<file path="src/rtl/ar_arbiter_rr_slice_if.sv">
// AR-channel bundle between the master-side request ports and the arbiter slice.
// The master modport drives requests and slave ready; the slave modport is the arbiter.
interface ar_arbiter_rr_slice_if #(
    parameter int ADDR_WIDTH  = 32,
    parameter int TRANS_PROT  = 3,
    parameter int NUM_MASTERS = 16
);
    localparam int IDX_WIDTH = $clog2(NUM_MASTERS);

    logic [ADDR_WIDTH*NUM_MASTERS-1:0] m_axi_araddr_i;
    logic [NUM_MASTERS-1:0]            m_axi_arvalid_i;
    logic [NUM_MASTERS-1:0]            m_axi_arready_o;
    logic [TRANS_PROT*NUM_MASTERS-1:0] m_axi_arprot_i;
    logic [ADDR_WIDTH-1:0]             s_axi_araddr_o;
    logic                              s_axi_arvalid_o;
    logic                              s_axi_arready_i;
    logic [TRANS_PROT-1:0]             s_axi_arprot_o;
    logic [NUM_MASTERS-1:0]            Master_ID_Selected_o;
    logic [IDX_WIDTH-1:0]              Master_ID_Index_o;

    modport master (
        output m_axi_araddr_i, m_axi_arvalid_i, m_axi_arprot_i, s_axi_arready_i,
        input  m_axi_arready_o, s_axi_araddr_o, s_axi_arvalid_o, s_axi_arprot_o,
               Master_ID_Selected_o, Master_ID_Index_o
    );

    modport slave (
        input  m_axi_araddr_i, m_axi_arvalid_i, m_axi_arprot_i, s_axi_arready_i,
        output m_axi_arready_o, s_axi_araddr_o, s_axi_arvalid_o, s_axi_arprot_o,
               Master_ID_Selected_o, Master_ID_Index_o
    );
endinterface

</file>
<file path="src/rtl/ar_arbiter_rr_slice.sv">
// Registered round-robin AXI-Lite AR arbiter with output slice; define AR_ARB_WEIGHTED_EN
// to enable per-master weighted re-grants driven by M_WEIGHTS.
module ar_arbiter_rr_slice #(
    parameter int ADDR_WIDTH   = 32,
    parameter int TRANS_PROT   = 3,
    parameter int NUM_MASTERS  = 16,
    parameter int WEIGHT_WIDTH = 4,
    parameter logic [NUM_MASTERS*WEIGHT_WIDTH-1:0] M_WEIGHTS = {NUM_MASTERS{4'd1}}
) (
    input  logic m_axi_aclk_i,
    input  logic m_axi_areset_i,
    ar_arbiter_rr_slice_if.slave bus
);
    localparam int IDX_W = $clog2(NUM_MASTERS);

    typedef enum logic {IDLE, BUSY} state_t;

    state_t                 state_reg, state_next;
    logic [IDX_W-1:0]       rr_ptr_reg, rr_ptr_next;
    logic [IDX_W-1:0]       idx_reg, idx_next;
    logic [NUM_MASTERS-1:0] sel_reg, sel_next;
    logic [NUM_MASTERS-1:0] arready_reg, arready_next;
    logic [ADDR_WIDTH-1:0]  addr_reg, addr_next;
    logic [TRANS_PROT-1:0]  prot_reg, prot_next;
    logic                   valid_reg, valid_next;

    logic [ADDR_WIDTH-1:0]  addr_arr [NUM_MASTERS];
    logic [TRANS_PROT-1:0]  prot_arr [NUM_MASTERS];

    genvar gi;
    generate
        for (gi = 0; gi < NUM_MASTERS; gi++) begin : g_unpack
            assign addr_arr[gi] = bus.m_axi_araddr_i[gi*ADDR_WIDTH +: ADDR_WIDTH];
            assign prot_arr[gi] = bus.m_axi_arprot_i[gi*TRANS_PROT +: TRANS_PROT];
        end
    endgenerate

`ifdef AR_ARB_WEIGHTED_EN
    logic [WEIGHT_WIDTH-1:0] credit_reg, credit_next;
    logic [WEIGHT_WIDTH-1:0] weight_arr [NUM_MASTERS];
    logic                    stay;

    generate
        for (gi = 0; gi < NUM_MASTERS; gi++) begin : g_weight
            assign weight_arr[gi] = (M_WEIGHTS[gi*WEIGHT_WIDTH +: WEIGHT_WIDTH] == '0)
                                  ? WEIGHT_WIDTH'(1)
                                  : M_WEIGHTS[gi*WEIGHT_WIDTH +: WEIGHT_WIDTH];
        end
    endgenerate

    // credit==0 means nothing has been granted since reset, so no re-grant is owed.
    assign stay = (credit_reg != '0) && bus.m_axi_arvalid_i[rr_ptr_reg]
               && (credit_reg < weight_arr[rr_ptr_reg]);
`else
    logic unused_weights;
    assign unused_weights = ^M_WEIGHTS;
`endif

    // First valid request strictly after rr_ptr, wrapping; lowest offset wins.
    logic             rr_found;
    logic [IDX_W-1:0] rr_idx;

    always_comb begin : rr_search
        int               cand;
        logic [IDX_W-1:0] cand_idx;
        rr_found = 1'b0;
        rr_idx   = '0;
        cand     = 0;
        cand_idx = '0;
        for (int k = NUM_MASTERS; k >= 1; k--) begin
            cand = int'(rr_ptr_reg) + k;
            if (cand >= NUM_MASTERS) begin
                cand = cand - NUM_MASTERS;
            end
            cand_idx = IDX_W'(cand);
            if (bus.m_axi_arvalid_i[cand_idx]) begin
                rr_found = 1'b1;
                rr_idx   = cand_idx;
            end
        end
    end

    logic             win_any;
    logic [IDX_W-1:0] win_idx;

    always_comb begin
        state_next   = state_reg;
        rr_ptr_next  = rr_ptr_reg;
        idx_next     = idx_reg;
        sel_next     = sel_reg;
        arready_next = '0;
        addr_next    = addr_reg;
        prot_next    = prot_reg;
        valid_next   = valid_reg;
        win_any      = 1'b0;
        win_idx      = '0;
`ifdef AR_ARB_WEIGHTED_EN
        credit_next  = credit_reg;
`endif
        case (state_reg)
            IDLE: begin
`ifdef AR_ARB_WEIGHTED_EN
                if (stay) begin
                    win_any     = 1'b1;
                    win_idx     = rr_ptr_reg;
                    credit_next = credit_reg + WEIGHT_WIDTH'(1);
                end else if (rr_found) begin
                    win_any     = 1'b1;
                    win_idx     = rr_idx;
                    credit_next = WEIGHT_WIDTH'(1);
                end
`else
                win_any = rr_found;
                win_idx = rr_idx;
`endif
                if (win_any) begin
                    state_next   = BUSY;
                    valid_next   = 1'b1;
                    idx_next     = win_idx;
                    sel_next     = NUM_MASTERS'(1) << win_idx;
                    arready_next = NUM_MASTERS'(1) << win_idx;
                    addr_next    = addr_arr[win_idx];
                    prot_next    = prot_arr[win_idx];
                end
            end
            BUSY: begin
                // Captured request is frozen until the slave takes it.
                if (bus.s_axi_arready_i) begin
                    state_next  = IDLE;
                    valid_next  = 1'b0;
                    idx_next    = '0;
                    sel_next    = '0;
                    addr_next   = '0;
                    prot_next   = '0;
                    rr_ptr_next = idx_reg;
                end
            end
            default: state_next = IDLE;
        endcase
    end

    always_ff @(posedge m_axi_aclk_i or posedge m_axi_areset_i) begin
        if (m_axi_areset_i) begin
            state_reg <= IDLE;
        end else begin
            state_reg <= state_next;
        end
    end

    always_ff @(posedge m_axi_aclk_i or posedge m_axi_areset_i) begin
        if (m_axi_areset_i) begin
            rr_ptr_reg  <= IDX_W'(NUM_MASTERS - 1);
            idx_reg     <= '0;
            sel_reg     <= '0;
            arready_reg <= '0;
            addr_reg    <= '0;
            prot_reg    <= '0;
            valid_reg   <= 1'b0;
`ifdef AR_ARB_WEIGHTED_EN
            credit_reg  <= '0;
`endif
        end else begin
            rr_ptr_reg  <= rr_ptr_next;
            idx_reg     <= idx_next;
            sel_reg     <= sel_next;
            arready_reg <= arready_next;
            addr_reg    <= addr_next;
            prot_reg    <= prot_next;
            valid_reg   <= valid_next;
`ifdef AR_ARB_WEIGHTED_EN
            credit_reg  <= credit_next;
`endif
        end
    end

    assign bus.m_axi_arready_o      = arready_reg;
    assign bus.s_axi_araddr_o       = addr_reg;
    assign bus.s_axi_arprot_o       = prot_reg;
    assign bus.s_axi_arvalid_o      = valid_reg;
    assign bus.Master_ID_Selected_o = sel_reg;
    assign bus.Master_ID_Index_o    = idx_reg;
endmodule

</file>
<file path="src/flat_wrapper.sv">
// flat-port wrapper written by rule: the top's interface ports become plain ports
module ar_arbiter_rr_slice_flat 
#(
    parameter int ADDR_WIDTH   = 32,
    parameter int TRANS_PROT   = 3,
    parameter int NUM_MASTERS  = 16,
    parameter int WEIGHT_WIDTH = 4,
    parameter logic [NUM_MASTERS*WEIGHT_WIDTH-1:0] M_WEIGHTS = {NUM_MASTERS{4'd1}}
)
  (m_axi_aclk_i, m_axi_areset_i, bus_m_axi_araddr_i, bus_m_axi_arvalid_i, bus_m_axi_arprot_i, bus_s_axi_arready_i, bus_m_axi_arready_o, bus_s_axi_araddr_o, bus_s_axi_arvalid_o, bus_s_axi_arprot_o, bus_Master_ID_Selected_o, bus_Master_ID_Index_o);
  ar_arbiter_rr_slice_if #(.ADDR_WIDTH(ADDR_WIDTH), .TRANS_PROT(TRANS_PROT), .NUM_MASTERS(NUM_MASTERS)) bus_i ();
  input  logic m_axi_aclk_i;
  input  logic m_axi_areset_i;
  input wire logic [$bits(bus_i.m_axi_araddr_i)-1:0] bus_m_axi_araddr_i;
  input wire logic [$bits(bus_i.m_axi_arvalid_i)-1:0] bus_m_axi_arvalid_i;
  input wire logic [$bits(bus_i.m_axi_arprot_i)-1:0] bus_m_axi_arprot_i;
  input wire logic [$bits(bus_i.s_axi_arready_i)-1:0] bus_s_axi_arready_i;
  output wire logic [$bits(bus_i.m_axi_arready_o)-1:0] bus_m_axi_arready_o;
  output wire logic [$bits(bus_i.s_axi_araddr_o)-1:0] bus_s_axi_araddr_o;
  output wire logic [$bits(bus_i.s_axi_arvalid_o)-1:0] bus_s_axi_arvalid_o;
  output wire logic [$bits(bus_i.s_axi_arprot_o)-1:0] bus_s_axi_arprot_o;
  output wire logic [$bits(bus_i.Master_ID_Selected_o)-1:0] bus_Master_ID_Selected_o;
  output wire logic [$bits(bus_i.Master_ID_Index_o)-1:0] bus_Master_ID_Index_o;
  assign bus_i.m_axi_araddr_i = bus_m_axi_araddr_i;
  assign bus_i.m_axi_arvalid_i = bus_m_axi_arvalid_i;
  assign bus_i.m_axi_arprot_i = bus_m_axi_arprot_i;
  assign bus_i.s_axi_arready_i = bus_s_axi_arready_i;
  assign bus_m_axi_arready_o = bus_i.m_axi_arready_o;
  assign bus_s_axi_araddr_o = bus_i.s_axi_araddr_o;
  assign bus_s_axi_arvalid_o = bus_i.s_axi_arvalid_o;
  assign bus_s_axi_arprot_o = bus_i.s_axi_arprot_o;
  assign bus_Master_ID_Selected_o = bus_i.Master_ID_Selected_o;
  assign bus_Master_ID_Index_o = bus_i.Master_ID_Index_o;
  ar_arbiter_rr_slice #(.ADDR_WIDTH(ADDR_WIDTH), .TRANS_PROT(TRANS_PROT), .NUM_MASTERS(NUM_MASTERS), .WEIGHT_WIDTH(WEIGHT_WIDTH), .M_WEIGHTS(M_WEIGHTS)) u_core (.m_axi_aclk_i(m_axi_aclk_i), .m_axi_areset_i(m_axi_areset_i), .bus(bus_i));
endmodule
</file>
<file path="config.mk">
export PLATFORM = sky130hd
export DESIGN_NAME = ar_arbiter_rr_slice_flat
export DESIGN_NICKNAME = d
export VERILOG_FILES = /design/src/rtl/ar_arbiter_rr_slice_if.sv /design/src/rtl/ar_arbiter_rr_slice.sv /design/src/flat_wrapper.sv
export SDC_FILE = /design/constraint.sdc
export NUM_CORES = 1
export LEC_CHECK = 0
export ABC_AREA = 0
export ABC_CLOCK_PERIOD_IN_PS = 7400
export BUFFER_PORTS_ARGS = -buffer_cell sky130_fd_sc_hd__buf_2
export CORE_AREA = 3 3 250 252
export DETAILED_ROUTE_END_ITERATION = 7
export DIE_AREA = 0 0 253 255
export PLACE_DENSITY = 0.47
export SLEW_MARGIN = 20
export SYNTH_ARGS = -nofsm -noshare
export SYNTH_HDL_FRONTEND = slang
export SYNTH_SLANG_ARGS = --single-unit
</file>
<file path="constraint.sdc">
create_clock -name m_axi_aclk_i -period 7.4 [get_ports m_axi_aclk_i]
set_input_delay 0.37 -clock m_axi_aclk_i [delete_from_list [all_inputs] [get_ports m_axi_aclk_i]]
set_output_delay 0.37 -clock m_axi_aclk_i [all_outputs]
set_load 0.1 [all_outputs]
</file>
==> impl_metrics.env <==
export IMPL_period_needed_ns=6.17
export IMPL_drt_first_pass_iters=5
export IMPL_tns_ns=0
export IMPL_hold_path_depth=4
export IMPL_layout_drive_gt1_share_pct=43.9
export IMPL_wl_met2_um=31100
export IMPL_first_iter_violations=1107
export IMPL_clk_latency_ns=0.38
export IMPL_cts_root_buf="clkbuf_16"
export IMPL_port_buffers=650
export IMPL_placed_area_um2=13800
export IMPL_cts_sinks=77
export IMPL_dp_cells=2533
export IMPL_cts_buffers_inserted=9
export IMPL_dp_hpwl_um=49500
export IMPL_critical_path_class="flop to flop"
export IMPL_vias=12800
export IMPL_top_layer="met5"
export IMPL_yosys_area_top_type="dfrtp_1"
export IMPL_ys_seq_area_share_pct=20.0
export IMPL_synthToLayoutAreaGrowth_pct=45.7
export IMPL_synthMostInstantiatedCell="nand2_1"
export IMPL_path_max_fanout=58
export IMPL_grt_pass1_wl_um=85900
export IMPL_wl_met3_um=5000
export IMPL_antenna_left=0
export IMPL_path_cells="inv_1, ha_1, mux4_2, mux4_2, and2_1, o31a_1, o31ai_4, buf_4, and2_4, buf_4, nand2_1, a311oi_1, or4_1"
export IMPL_synthTopCellsByArea="dfrtp_1, mux2i_1, mux4_2"
export IMPL_yosys_top_cells_count="nand2_1, mux2i_1, a21oi_1"
export IMPL_core_um2=60400
export IMPL_min_path_type="primary input to flop"
export IMPL_synthCells=1191
export IMPL_ios=651
export IMPL_netlist_area_leader_share_pct=18.9
export IMPL_hold_viol=0
export IMPL_ys_ff_latch=77
export IMPL_grt_usage_pct=18.1
export IMPL_final_nets=2349
export IMPL_routedWlPerCell_um=24.3
export IMPL_crit_path_start_kind="flop"
export IMPL_rows=90
export IMPL_drt_drc_violations_left=0
export IMPL_ctsResizeCount=0
export IMPL_cp_slowest_cell="ha_1"
export IMPL_h_tree_depth=3
export IMPL_outcome="completed"
export IMPL_rsz0062_at_grt="false"
export IMPL_met1_length_um=24300
export IMPL_synth_warnings=0
export IMPL_largest_reg_flops=32
export IMPL_required_ns=7.71
export IMPL_cts_tree="yes"
export IMPL_synth_edf_count=0
export IMPL_netlist_cell_type_count=56
export IMPL_reg2reg_depth=13
export IMPL_grt_overflow_total=0
export IMPL_viasPerCell=5.00
export IMPL_antenna_found_initial=21
export IMPL_cts_max_path_buffers=2
export IMPL_die_area_um2=64500
export IMPL_cts_setup_buffers=0
export IMPL_ys_flop_type="dfrtp_1"
export IMPL_critPathMaxStageDelay_ns=0.80
export IMPL_worst_pin_slew_ns=1.04
export IMPL_initial_utilization_pct=16.0
export IMPL_die_w_um=253
export IMPL_setup_viol=0
export IMPL_syn_mean_instance_area_um2=8.13
export IMPL_clock_skew_ns=0.0151
export IMPL_syn_num_nets=1777
export IMPL_crit_path_end_kind="flop"
export IMPL_fp_dieH_um=255
export IMPL_design_area_um2=14100
export IMPL_drt_total_wl_um=62200
export IMPL_grt_max_degree=87
export IMPL_stdcell_count=2559
export IMPL_syn_area_um2=9680
export IMPL_cp_arrival_ns=6.49
export IMPL_slew_violations=0
export IMPL_grt_pass1_vias=12600
export IMPL_relSlewSlack_pct=30.7
export IMPL_async_flop_share_pct=100
export IMPL_finalCritPeriodShare_pct=83.4
export IMPL_finalWeightedCongestion=0.919
export IMPL_max_freq_mhz=162
export IMPL_clkTransAtPathRegs_ns=0.08
export IMPL_maxCapViolCount=0
## cell families (layout without fill, tap and decap cells)
family                     count (synthesis)  in the layout  share of synthesized area, %
adders and majority gates                  7              7                         0.904
AOI/OAI and AO/OA                        401            401                          30.0
muxes                                    159            159                          21.4
DFF                                       77             77                          20.0
other                                      0              9                             0
buffers and inverters                    143            720                          6.72
xor gates and xnor gates                  13             13                          1.18
and+or+nand+nor                          391            391                          19.9
## final cells by class
| cell class | instances | area [um2] |
|---|---|---|
| Clock inverter | 7 | 62.6 |
| Inverter | 14 | 55.1 |
| Antenna cell | 9 | 22.5 |
| Tap cell | 782 | 978 |
| Clock buffer | 9 | 225 |
| Fill cell | 6768 | 46300 |
| Timing Repair Buffer | 690 | 3670 |
| Sequential cell | 77 | 1930 |
| Multi-Input combinational cell | 971 | 7160 |
## timing repair
action                                  in CTS  in global routing
endpoints found under the setup margin       0                  0
hold endpoints to repair                    19                  0
hold buffers                                 1                  0
## routing by layer
metal | GRT usage (%) | vias up
met5 | 0 | -
met4 | 6.44 | 14
met3 | 4.15 | 87
met2 | 31.3 | 648
met1 | 22.1 | 6198
li1 | - | 5846
## through the flow
stage / hold slack (ns) / util [%] / worst slack (ns)
finish: 0.423 / 23.4 / 1.23
floorplan: 0.508 / - / 2.11
detailed placement: 0.412 / 22.8 / 1.23
CTS: 0.383 / 23.3 / 1.19
global route: 0.426 / 23.3 / 0.950
global placement: 0.394 / 22.8 / 1.31
## worst max-delay path, delay by kind of cell, from the launching register on
family	cells	cell delay (ns)
flops	1	0.71
buf+inv	3	1.11
simple gates	4	1.05
fa+ha+maj	1	0.80
compound gates	3	1.13
mux	2	1.27
## layout by cell type (no fill, tap or decap), types with 13 or more instances in the layout
cell type  count
a311oi_1      17
or4_1         35
inv_1         13
mux2_2        15
nor2_1        39
mux2i_1      107
buf_2        650
o31ai_1       36
a21oi_1      100
and3_1        87
a221oi_1      91
buf_4         30
nand2_1      181
a21o_1        21
a211oi_1      89
dfrtp_1       73
mux4_2        37
## path summary, 6_finish.rpt
kind,to,slack [ns],start
max,u_core.bus.s_axi_araddr_o[2],1.23,u_core.rr_ptr_reg[1]
min,u_core.bus.s_axi_araddr_o[6],0.42,bus_m_axi_araddr_i[358]
max reg2reg,u_core.bus.s_axi_araddr_o[2],1.23,u_core.rr_ptr_reg[1]
min reg2reg,u_core.bus.Master_ID_Selected_o[0],0.47,u_core.bus.Master_ID_Selected_o[0]
max in group asynchronous,u_core.bus.s_axi_araddr_o[21],5.69,m_axi_areset_i
min in group asynchronous,u_core.bus.Master_ID_Index_o[0],0.54,m_axi_areset_i
Power is not shown: default switching activity piles up to over one toggle a cycle in this logic, so the estimate is an artifact.
